===== src/rtl/decoder_pkg.sv =====
// Shared types for the registered code decoder / strobe generator.
// Latency: n/a (types only). Backpressure: n/a.
// Mode encoding matches the in_mode field on the request interface.
package decoder_pkg;

    typedef enum logic [1:0] {
        MODE_ONEHOT  = 2'b00,
        MODE_THERMO  = 2'b01,
        MODE_ITHERMO = 2'b10,
        MODE_RSVD    = 2'b11
    } mode_e;

    typedef enum logic {
        IDLE = 1'b0,
        HOLD = 1'b1
    } state_e;

endpackage


===== src/rtl/decoder_core.sv =====
// Combinational code-to-word decoder: one-hot, thermometer or inverse thermometer.
// Latency: zero cycles (pure logic).
// Backpressure: none; err flags out-of-range codes and the reserved mode.
module decoder_core
    import decoder_pkg::*;
#(
    parameter int IN_W  = 3,
    parameter int OUT_W = 2**IN_W
) (
    input  logic [IN_W-1:0]  code,
    input  mode_e            mode,
    output logic [OUT_W-1:0] word,
    output logic             err
);

    logic [31:0] k;

    always_comb begin
        k    = 32'(code);
        word = '0;
        err  = 1'b0;
        if (k >= 32'(OUT_W)) begin
            err = 1'b1;
        end else begin
            for (int i = 0; i < OUT_W; i++) begin
                case (mode)
                    MODE_ONEHOT:  word[i] = (unsigned'(i) == k);
                    MODE_THERMO:  word[i] = (unsigned'(i) <= k);
                    MODE_ITHERMO: word[i] = (unsigned'(i) >= k);
                    default:      err     = 1'b1;
                endcase
            end
        end
        // Any error blanks the word so downstream enables never see a partial pattern.
        if (err) begin
            word = '0;
        end
    end

endmodule


===== src/rtl/decoder_strobe_gen.sv =====
// Registered decoder that holds the decoded word as a strobe for in_hold+1 cycles.
// Latency: request accepted at edge N is visible on out right after edge N.
// Backpressure: in_ready low while a strobe still has cycles left; ready again on its last cycle.
module decoder_strobe_gen
    import decoder_pkg::*;
#(
    parameter int IN_W  = 3,
    parameter int OUT_W = 2**IN_W,
    parameter int CNT_W = 8
) (
    input  logic             clk,
    input  logic             rst_n,
    input  logic             in_valid,
    output logic             in_ready,
    input  logic [IN_W-1:0]  in_code,
    input  logic [1:0]       in_mode,
    input  logic [CNT_W-1:0] in_hold,
    output logic [OUT_W-1:0] out,
    output logic             out_valid,
    output logic             out_err,
    output logic             busy
);

    state_e             state, state_nxt;
    logic [CNT_W-1:0]   cnt, cnt_nxt;
    logic [OUT_W-1:0]   out_nxt;
    logic               out_valid_nxt;
    logic               out_err_nxt;
    logic [OUT_W-1:0]   dec_word;
    logic               dec_err;
    logic               accept;

    decoder_core #(
        .IN_W  (IN_W),
        .OUT_W (OUT_W)
    ) u_core (
        .code (in_code),
        .mode (mode_e'(in_mode)),
        .word (dec_word),
        .err  (dec_err)
    );

    // Ready on the final hold cycle too, so strobes can run back to back.
    assign in_ready = rst_n && ((state == IDLE) || (cnt == '0));
    assign accept   = in_valid && in_ready;
    assign busy     = (state == HOLD);

    always_ff @(posedge clk or negedge rst_n) begin
        if (!rst_n) begin
            state     <= IDLE;
            cnt       <= '0;
            out       <= '0;
            out_valid <= 1'b0;
            out_err   <= 1'b0;
        end else begin
            state     <= state_nxt;
            cnt       <= cnt_nxt;
            out       <= out_nxt;
            out_valid <= out_valid_nxt;
            out_err   <= out_err_nxt;
        end
    end

    always_comb begin
        state_nxt     = state;
        cnt_nxt       = cnt;
        out_nxt       = out;
        out_valid_nxt = out_valid;
        out_err_nxt   = out_err;
        if (accept) begin
            state_nxt     = HOLD;
            cnt_nxt       = in_hold;
            out_nxt       = dec_word;
            out_valid_nxt = 1'b1;
            out_err_nxt   = dec_err;
        end else if (state == HOLD) begin
            if (cnt != '0) begin
                cnt_nxt = cnt - 1'b1;
            end else begin
                state_nxt     = IDLE;
                out_nxt       = '0;
                out_valid_nxt = 1'b0;
                out_err_nxt   = 1'b0;
            end
        end
    end

endmodule


===== config.mk =====
export PLATFORM = sky130hd
export DESIGN_NAME = decoder_strobe_gen
export DESIGN_NICKNAME = d
export VERILOG_FILES = /design/src/rtl/decoder_pkg.sv /design/src/rtl/decoder_core.sv /design/src/rtl/decoder_strobe_gen.sv
export SDC_FILE = /design/constraint.sdc
export NUM_CORES = 1
export LEC_CHECK = 0
export CORE_MARGIN = 5
export CORE_UTILIZATION = 48
export CTS_CLUSTER_SIZE = 20
export DETAILED_ROUTE_END_ITERATION = 6
export GPL_TIMING_DRIVEN = 0
export HOLD_SLACK_MARGIN = 0.15
export PLACE_DENSITY = 0.75
export SLEW_MARGIN = 20
export SYNTH_ARGS = -nofsm -noshare
export SYNTH_HDL_FRONTEND = slang
export SYNTH_SLANG_ARGS = --single-unit

===== constraint.sdc =====
create_clock -name clk -period 2.4 [get_ports clk]
set_clock_uncertainty 0.15 [all_clocks]
set_input_delay 0.36 -clock clk [delete_from_list [all_inputs] [get_ports clk]]
set_output_delay 0.36 -clock clk [all_outputs]
set_load 0.02 [all_outputs]

==> results of run 1 <==
==> registers in the layout (all words and copies together) (netlist names) <==
name and count:
out_valid 1, busy 1, cnt 8, out 8, out_err 1
==> synth_stat cells, drive strengths merged <==
library cell and n:
or3 1, o221ai 2, nand4 2, a32oi 3, o31ai 2, o2bb2ai 8
or2 2, nand2b 1, o221a 3, clkbuf 6, a21o 1, mux2 1
o211ai 1, mux2i 4, nor2 10, nor3 3, nand3 4, a31oi 1
nand2 20, and2 2, inv 5, a21oi 6, ha 2, o22ai 3
dfrtp 19, o21ai 5, nor3b 1, buf 1, or4 1
==> layout make-up <==
cell class	instances	area share, %
plain buffers	7	2.30
clock buffers	4	1.79
inverters	5	1.28
multi-input cells	89	38.9
flip-flops and latches	19	32.4
well taps	28	2.39
repair buffers	33	20.9
==> logic make-up (layout without fill, tap and decap cells) <==
kind of cell	after synthesis	in the layout
muxes	5	5
and+or+nand+nor	47	47
buffers and inverters	12	49
DFF	19	19
AOI/OAI and AO/OA	35	35
adders and majority gates	2	2
==> final timing paths <==
check | start | endpoint | slack (ps) | depth (start not counted)
hold reg to reg | out[1] | out[1] | 350 | 1
min in group asynchronous | rst_n | out[3] | 580 | 2
max in group asynchronous | rst_n | cnt[2] | 990 | 2
hold / removal | in_mode[1] | out[5] | 330 | 3
setup / recovery | cnt[4] | in_ready | -40 | 5
setup reg to reg | cnt[4] | out[3] | 140 | 4
==> worst min-delay path: stages <==
cell and delay, ps:
clkbuf_1 170, o22ai_1 150, o2bb2ai_1 70
==> repair_timing <==
| action | 4_1_cts | 5_1_grt |
|---|---|---|
| endpoints found under the setup margin | 13 | 10 |
| hold buffers | 0 | 1 |
| pin swaps | 2 | 0 |
| endpoints found under the hold margin | 0 | 19 |
| setup buffers | 1 | 7 |
| gates resized for setup | 10 | 2 |
==> per-layer routing <==
metal | vias up | track usage (%)
met5 | - | 0
met4 | 0 | 6.62
met3 | 5 | 4.23
met2 | 44 | 28.7
met1 | 524 | 19.6
li1 | 513 | -
==> power groups by stage <==
stage	combinational [uW]	sequential [uW]	clock [uW]
after CTS	60.6	320	168
after detailed placement	60.8	326	0
after global routing	68.8	320	184
after floorplan	26.1	326	0
after global placement	59.5	326	0
final	61.3	320	166
==> through the flow <==
stage | hold slack, ps | instance area [um2] | total power (uW)
6_report | 333 | 1470 | 547
5_1_grt | 373 | 1470 | 573
4_1_cts | 166 | 1410 | 549
3_5_place_dp | 323 | 1370 | 387
3_3_place_gp | 323 | 1370 | 386
2_1_floorplan | -85.6 | 1090 | 352
==> results by group, run 1 <==
Run status
  • Status: complete, but fails checks
  • Failing checks: negative setup slack

Synthesis
  • Yosys top cell area share: 43.6%
  • Syn_nets: 138
  • Post-synthesis simple-gate area fraction: 19.9%
  • Seq/Total Area, Yosys: 43.6%
  • Mapped cell area: 1090 um2
  • XOR/XNOR Fraction of Synth Area: 0%
  • Avg Cell Area, Syn: 9.08 um2
  • Warnings, synthesis: 0
  • Synth Area in Compound Gates: 25.3%
  • Top cells by area, synth: dfrtp_1, nand2_1, o2bb2ai_1, mux2i_1, nor2_1
  • Seq cells post-synth: 19
  • Synth Instances: 120
  • Largest family of logic cells by synthesized area: compound AO/OA/AOI/OAI gates
  • Synthesized-area fraction occupied by adder cells: 2.30%
  • Mux cell area share after synthesis: 4.71%
  • Leading area contributor after synthesis: dfrtp_1
  • Yosys cell types: 31

Final layout
  • Share of layout cells above drive strength 1: 15.3%
  • Most frequent cells in the layout: clkdlybuf4s50_1, nand2_1, dfrtp_1, nor2_1
  • Post-Layout Cell Count: 185
  • Area of the multi-input gates: 571 um2
  • Layout area overhead: 34.6%
  • Final net count: 176
  • Ant. Diodes: 0
  • Commonest non-fill, non-tap cell in the layout: clkdlybuf4s50_1
  • Util after Layout: 66.9%
  • Sequential Area: 475 um2
  • Fill count: 175

Routing
  • Vias: 1,086
  • Met2 Wirelength: 1.35 mm
  • Met3 WL: 205 um
  • Top sig layer: met4
  • WL met1: 1.15 mm
  • DRC errors left: 0
  • DR vias/cell: 5.87
  • Pre-antenna DRT Iters: 4
  • Wire per inst: 14.9 um
  • Routed WL: 2.75 mm
  • 1st-iter DRT viols: 38
  • Final ANT Viol Nets: 0

Placement
  • Port Buffers: 24
  • Placer Congestion: 0.822
  • Pre-CTS setup slack: -559 ps
  • Placed insts: 172
  • DP HPWL: 1.87 mm

Critical path
  • CP top delay family: simple AND/OR/NAND/NOR gates
  • CP Buf/Inv Count: 2
  • Critical-path top delay cell: or4_4
  • CP Cell Sequence: or4_4 > o31ai_4 > buf_6 > and2_4 > buf_6
  • Req. time, crit path: 1890 ps
  • Slowest stage delay, CP: 560 ps
  • CP Max Fanout: 6
  • Crit path capture type: output port
  • CP arrival: 1930 ps
  • Setup crit start kind: flip-flop
  • Most frequent CP cell: buf_6
  • Kind of critical path: reg2out

Timing
  • RSZ-0062 raised after global routing: yes
  • Fmax: 410 MHz
  • Setup WS post-layout: -36.9 ps
  • Tightest Pin Transition: 856 ps
  • Max-slew headroom: 42.7%
  • Period Utilization, post-route: 102%
  • # setup viols final: 1
  • Max Transition Viols Final: 0
  • Final Hold Fails: 0
  • Fin Setup TNS: -36.9 ps
  • Tmin final: 2440 ps

Floorplan
  • Die area: 3320 um2
  • Die Y: 57.7 um
  • Site row count: 17
  • Boundary pin count: 28
  • Total core area: 2190 um2
  • Die X: 57.7 um
  • Initial Util: 49.7%

Global routing
  • Grt ovf: 0
  • Pin count of the biggest net entering global routing: 23
  • Total Routing Usage GR: 16.6%
  • Antenna violations before repair: 0
  • Vias in the first global route: 983
  • Global-route wire length before repair: 4.34 mm

Pwr
  • Worst VDD drop: 246 uV
  • Leak Pwr: 0.000583 uW
  • Clock power frac: 30.3%
  • Reg power frac: 58.5%
  • Cell Pwr Density: 373 nW/um2
  • Pint: 413 uW
  • Gate power share: 11.2%
  • Switch share: 24.4%
  • NetSw: 133 uW

Run
  • Max cap viols: 0

Clock network
  • CTS root buf: clkbuf_4
  • Clk sink count: 19
  • H-tree Lvls: 1
  • TritonCTS Buffers: 3
  • Worst-skew pair later-pin latency: 310 ps
  • CTS clk-pin slew, worst paths: 100 ps
  • CTS tree: done
  • Clk buf depth: 2

Worst hold path
  • Hold Crit Class: in2reg
Note: power is estimated with default switching activity, not from simulation.
==> run 2, diff against run 1 <==
--- a/config.mk
+++ b/config.mk
@@ -6,12 +6,13 @@
 export NUM_CORES = 1
 export LEC_CHECK = 0
 export CORE_MARGIN = 5
-export CORE_UTILIZATION = 48
+export CORE_UTILIZATION = 40
 export CTS_CLUSTER_SIZE = 20
 export DETAILED_ROUTE_END_ITERATION = 6
 export GPL_TIMING_DRIVEN = 0
 export HOLD_SLACK_MARGIN = 0.15
-export PLACE_DENSITY = 0.75
+export PLACE_DENSITY = 0.68
+export SKIP_CTS_REPAIR_TIMING = 1
 export SLEW_MARGIN = 20
 export SYNTH_ARGS = -nofsm -noshare
 export SYNTH_HDL_FRONTEND = slang
==> run 2 against run 1 <==
The flow still finishes with violations (negative setup slack). Maximum frequency shrank 3.0%. Clock power about the same. Die area is 16% higher.
==> results by group, run 2 (synthesis results as in run 1) <==
Global routing
  • Pin count of the biggest net entering global routing: 23
  • Vias in the first global route: 984
  • Met1 Track Usage GR: 17.6%
  • Antenna violations before repair: 0
  • Total Routing Usage GR: 13.4%
  • Grt met3 use: 2.88%
  • M2 GR Usage: 21.8%
  • Grt ovf: 0
  • Global-route wire length before repair: 4.42 mm
  • Top Usage Layer GRT: met2

Critical path
  • Req. time, crit path: 1890 ps
  • CP Max Fanout: 5
  • Crit path capture type: output port
  • CP top delay family: simple AND/OR/NAND/NOR gates
  • CP Buf/Inv Count: 2
  • CP arrival: 2000 ps
  • Most frequent CP cell: buf_6
  • Slowest stage delay, CP: 560 ps
  • Kind of critical path: reg2out
  • Critical-path top delay cell: or4_4
  • Setup crit start kind: flip-flop
  • CP Cell Sequence: or4_4 > o31ai_4 > buf_6 > and2_4 > buf_6

Final layout
  • Area of the multi-input gates: 576 um2
  • Sequential Area: 477 um2
  • Commonest non-fill, non-tap cell in the layout: clkdlybuf4s50_1
  • Post-Layout Cell Count: 190
  • Largest regs: cnt x8, out x8
  • Share of layout cells above drive strength 1: 17.6%
  • Final net count: 178
  • Ant. Diodes: 0
  • Fill count: 262
  • Layout area overhead: 36.9%
  • Most frequent cells in the layout: clkdlybuf4s50_1, nand2_1, dfrtp_1, nor2_1, buf_4

Timing
  • Setup WS post-layout: -111 ps
  • Max Transition Viols Final: 0
  • Period Utilization, post-route: 105%
  • Tmin final: 2510 ps
  • # setup viols final: 1
  • Fin Setup TNS: -111 ps
  • Tightest Pin Transition: 878 ps
  • Final Hold Fails: 0
  • Fmax: 398 MHz
  • RSZ-0062 raised after global routing: yes
  • Max-slew headroom: 41.3%

Clock network
  • CTS tree: done
  • TritonCTS Buffers: 3
  • Worst-skew pair later-pin latency: 290 ps
  • CTS clk-pin slew, worst paths: 110 ps
  • Clk sink count: 19
  • Clk buf depth: 2
  • CTS root buf: clkbuf_4
  • H-tree Lvls: 1

Pwr
  • Worst VDD drop: 268 uV
  • Cell Pwr Density: 365 nW/um2
  • Leak Pwr: 0.000592 uW
  • Design Power: 544 uW

Worst hold path
  • Hold Crit Class: in2reg

Floorplan
  • Die X: 62.2 um
  • Initial Util: 40.6%
  • Die area: 3870 um2
  • Boundary pin count: 28
  • Die Y: 62.2 um
  • Total core area: 2690 um2
  • Site row count: 19

Run status
  • Failing checks: negative setup slack
  • Status: complete, but fails checks

Routing
  • DR vias/cell: 5.46
  • 1st-iter DRT viols: 65
  • DRC errors left: 0
  • Routed WL: 2.67 mm
  • Final ANT Viol Nets: 0
  • Vias: 1,037
  • Wire per inst: 14.0 um
  • Pre-antenna DRT Iters: 4

Placement
  • DP HPWL: 1.83 mm
  • Placed insts: 175
  • Port Buffers: 24
  • Placer Congestion: 0.933
  • Pre-CTS setup slack: -583 ps

Run
  • Max cap viols: 0
-- run 2: metrics by stage --
| step | hold WS [ps] | area, um2 | utilization, % |
|---|---|---|---|
| after detailed placement | 324 | 1370 | 51.0 |
| after floorplan | -85.6 | 1090 | - |
| final | 340 | 1490 | 55.5 |
| after CTS | 348 | 1400 | 51.9 |
| after global placement | 325 | 1370 | 51.0 |
| after global routing | 379 | 1490 | 55.5 |
-- run 2: cell type report --
type | count | area share, %
Buffer | 7 | 2.27
Inverter | 5 | 1.26
Multi-Input combinational cell | 89 | 38.6
Tap cell | 31 | 2.60
Sequential cell | 19 | 32.0
Timing Repair Buffer | 35 | 21.6
Clock buffer | 4 | 1.76
-- run 2: layer usage --
layer	vias to the layer above	part of all wire (%)
li1	519	-
met5	-	0
met2	25	47
met1	489	47
met3	4	5.1
met4	0	1.1
-- run 2: final timing paths --
check | from | to | slack [ps] | cells past startpoint
max in group asynchronous | rst_n | cnt[4] | 880 | 2
setup / recovery | cnt[4] | in_ready | -110 | 5
setup reg to reg | cnt[4] | out[5] | 240 | 5
hold reg to reg | out[5] | out[5] | 350 | 1
hold / removal | in_mode[1] | out[5] | 340 | 3
min in group asynchronous | rst_n | out[1] | 620 | 2
-- run 2: worst register-to-register path, cell delays in order, from the launching register on --
cell and delay [ps]:
dfrtp_2 450, or4_4 560, o31ai_4 300, buf_4 190, nand3_1 220, o2bb2ai_1 230
-- run 2: where the power goes --
part	leakage (uW)	internal, uW	switching (uW)
Sequential	0.000234	320	0
Clock	0.0000150	64.7	98.8
Combinational	0.000344	28.4	32.2
==> run 3, diff against run 2 <==
--- a/config.mk
+++ b/config.mk
@@ -12,6 +12,7 @@
 export GPL_TIMING_DRIVEN = 0
 export HOLD_SLACK_MARGIN = 0.15
 export PLACE_DENSITY = 0.68
+export REMOVE_ABC_BUFFERS = 1
 export SKIP_CTS_REPAIR_TIMING = 1
 export SLEW_MARGIN = 20
 export SYNTH_ARGS = -nofsm -noshare
==> run 3 against run 2 <==
The flow still finishes with violations (negative setup slack). Cell area decreased by 0.92%. Sequential power about the same. Maximum frequency increased by 1.4%. Critical path depth decreased by 1. Clock-buffer cell count decreased by 1. Via count increased by 0.29%. Clock power about the same. Total power increased by 0.76%. Worst hold slack improved by 8.0 ps. Sequential share of layout area increased by 0.38 points. Routed wire length increased by 3.4%. Register-to-register slack got worse by 90 ps.
==> results by group, run 3 (synthesis results as in run 1) <==
Run status
  • Status: complete, but fails checks
  • Failing checks: negative setup slack

Timing
  • Max Transition Viols Final: 0
  • Setup WS post-layout: -75.8 ps
  • Period Utilization, post-route: 103%
  • Tmin final: 2480 ps
  • Max-slew headroom: 40.1%
  • Tightest Pin Transition: 895 ps
  • Fmax: 404 MHz
  • Final Hold Fails: 0
  • RSZ-0062 raised after global routing: yes
  • # setup viols final: 1

Floorplan
  • Initial Util: 40.6%
  • Site row count: 19
  • Boundary pin count: 28
  • Die X: 62.2 um
  • Die area: 3870 um2
  • Total core area: 2690 um2
  • Die Y: 62.2 um

Routing
  • Wire per inst: 14.9 um
  • Vias: 1,040
  • Routed WL: 2.76 mm
  • DRC errors left: 0
  • 1st-iter DRT viols: 38
  • Pre-antenna DRT Iters: 4
  • WL met1: 1.28 mm
  • DR vias/cell: 5.62
  • Met2 Wirelength: 1.34 mm
  • Met3 WL: 117 um
  • Top sig layer: met4
  • Final ANT Viol Nets: 0

Critical path
  • CP arrival: 1970 ps
  • Crit path capture type: output port
  • Critical-path top delay cell: or4_4
  • CP Buf/Inv Count: 1
  • Critical R2R Capture: out[5]
  • CP top delay family: simple AND/OR/NAND/NOR gates
  • Slowest stage delay, CP: 550 ps
  • CP Max Fanout: 8
  • Setup crit start kind: flip-flop
  • Req. time, crit path: 1890 ps
  • Kind of critical path: reg2out
  • FF-to-FF path depth: 5
  • FF-to-FF Start: cnt[4]
  • R2r setup slk: 150 ps
  • CP Cell Sequence: or4_4 > o31ai_4 > and2_4 > buf_6

Final layout
  • Final net count: 173
  • Ant. Diodes: 0
  • Commonest non-fill, non-tap cell in the layout: clkdlybuf4s50_1
  • Share of layout cells above drive strength 1: 17.5%
  • Layout area overhead: 35.6%
  • Most frequent cells in the layout: clkdlybuf4s50_1, nand2_1, dfrtp_1, nor2_1, buf_4
  • Largest regs: cnt x8, out x8

Clock network
  • TritonCTS Buffers: 3
  • H-tree Lvls: 1
  • CTS tree: done
  • CTS root buf: clkbuf_4
  • Worst-skew pair later-pin latency: 300 ps
  • CTS clk-pin slew, worst paths: 110 ps
  • Clk sink count: 19
  • Clk buf depth: 2

Run
  • Max cap viols: 0

Worst hold path
  • Hold Crit Class: reg2reg
  • HP Start: out[1]
  • Worst hold path depth: 1
  • Destination of the worst hold path: out[1]

Placement
  • Port Buffers: 27
  • Pre-CTS setup slack: -574 ps
  • DP HPWL: 1.88 mm
  • Placer Congestion: 0.795

Global routing
  • Antenna violations before repair: 0
  • Vias in the first global route: 1,031
  • Pin count of the biggest net entering global routing: 23
  • Global-route wire length before repair: 4.73 mm
  • Total Routing Usage GR: 14.5%
  • Grt ovf: 0

Pwr
  • Cell Pwr Density: 371 nW/um2
  • Worst VDD drop: 283 uV
  • Leak Pwr: 0.000586 uW
  • Design Power: 548 uW
## run 3: layer usage
layer | vias up | GRT usage, %
met2 | 29 | 25.3
li1 | 511 | -
met1 | 496 | 18.3
met3 | 4 | 2.88
met4 | 0 | 3.25
met5 | - | 0
## run 3: worst max path at each step
stage,start,end,slack (ps),cells after the start
2_1_floorplan,cnt[3],in_ready,100,3
3_3_place_gp,cnt[3],in_ready,-560,4
3_5_place_dp,cnt[3],in_ready,-570,4
4_1_cts,cnt[3],in_ready,-940,4
5_1_grt,cnt[4],in_ready,-150,4
6_report,cnt[4],in_ready,-80,4
## run 3: through the flow
step           hold WS [ps]  TNS (ps)  util, %  std cells  cell area [um2]
3_5_place_dp            323     -7190     51.0        171             1370
3_3_place_gp            327     -6490     51.0        171             1370
5_1_grt                 386      -154     55.0        185             1480
2_1_floorplan         -85.6         0        -        113             1060
4_1_cts                 355     -2910     52.1        175             1400
6_report                348     -75.8     55.0        185             1480
## run 3: final cells by class
class,instances,area [um2]
Tap cell,31,38.8
Clock buffer,3,22.5
Multi-Input combinational cell,89,571
Sequential cell,19,478
Inverter,5,18.8
Clock inverter,1,5.00
Fill cell,256,1210
Timing Repair Buffer,37,344
## run 3: power by group
part           internal, uW  total [uW]  leakage [uW]  switching (uW)
clock                  62.0         164     0.0000177             102
sequential              320         320      0.000232               0
combinational          31.0        64.0      0.000337            32.9
total                   413         548      0.000586             135
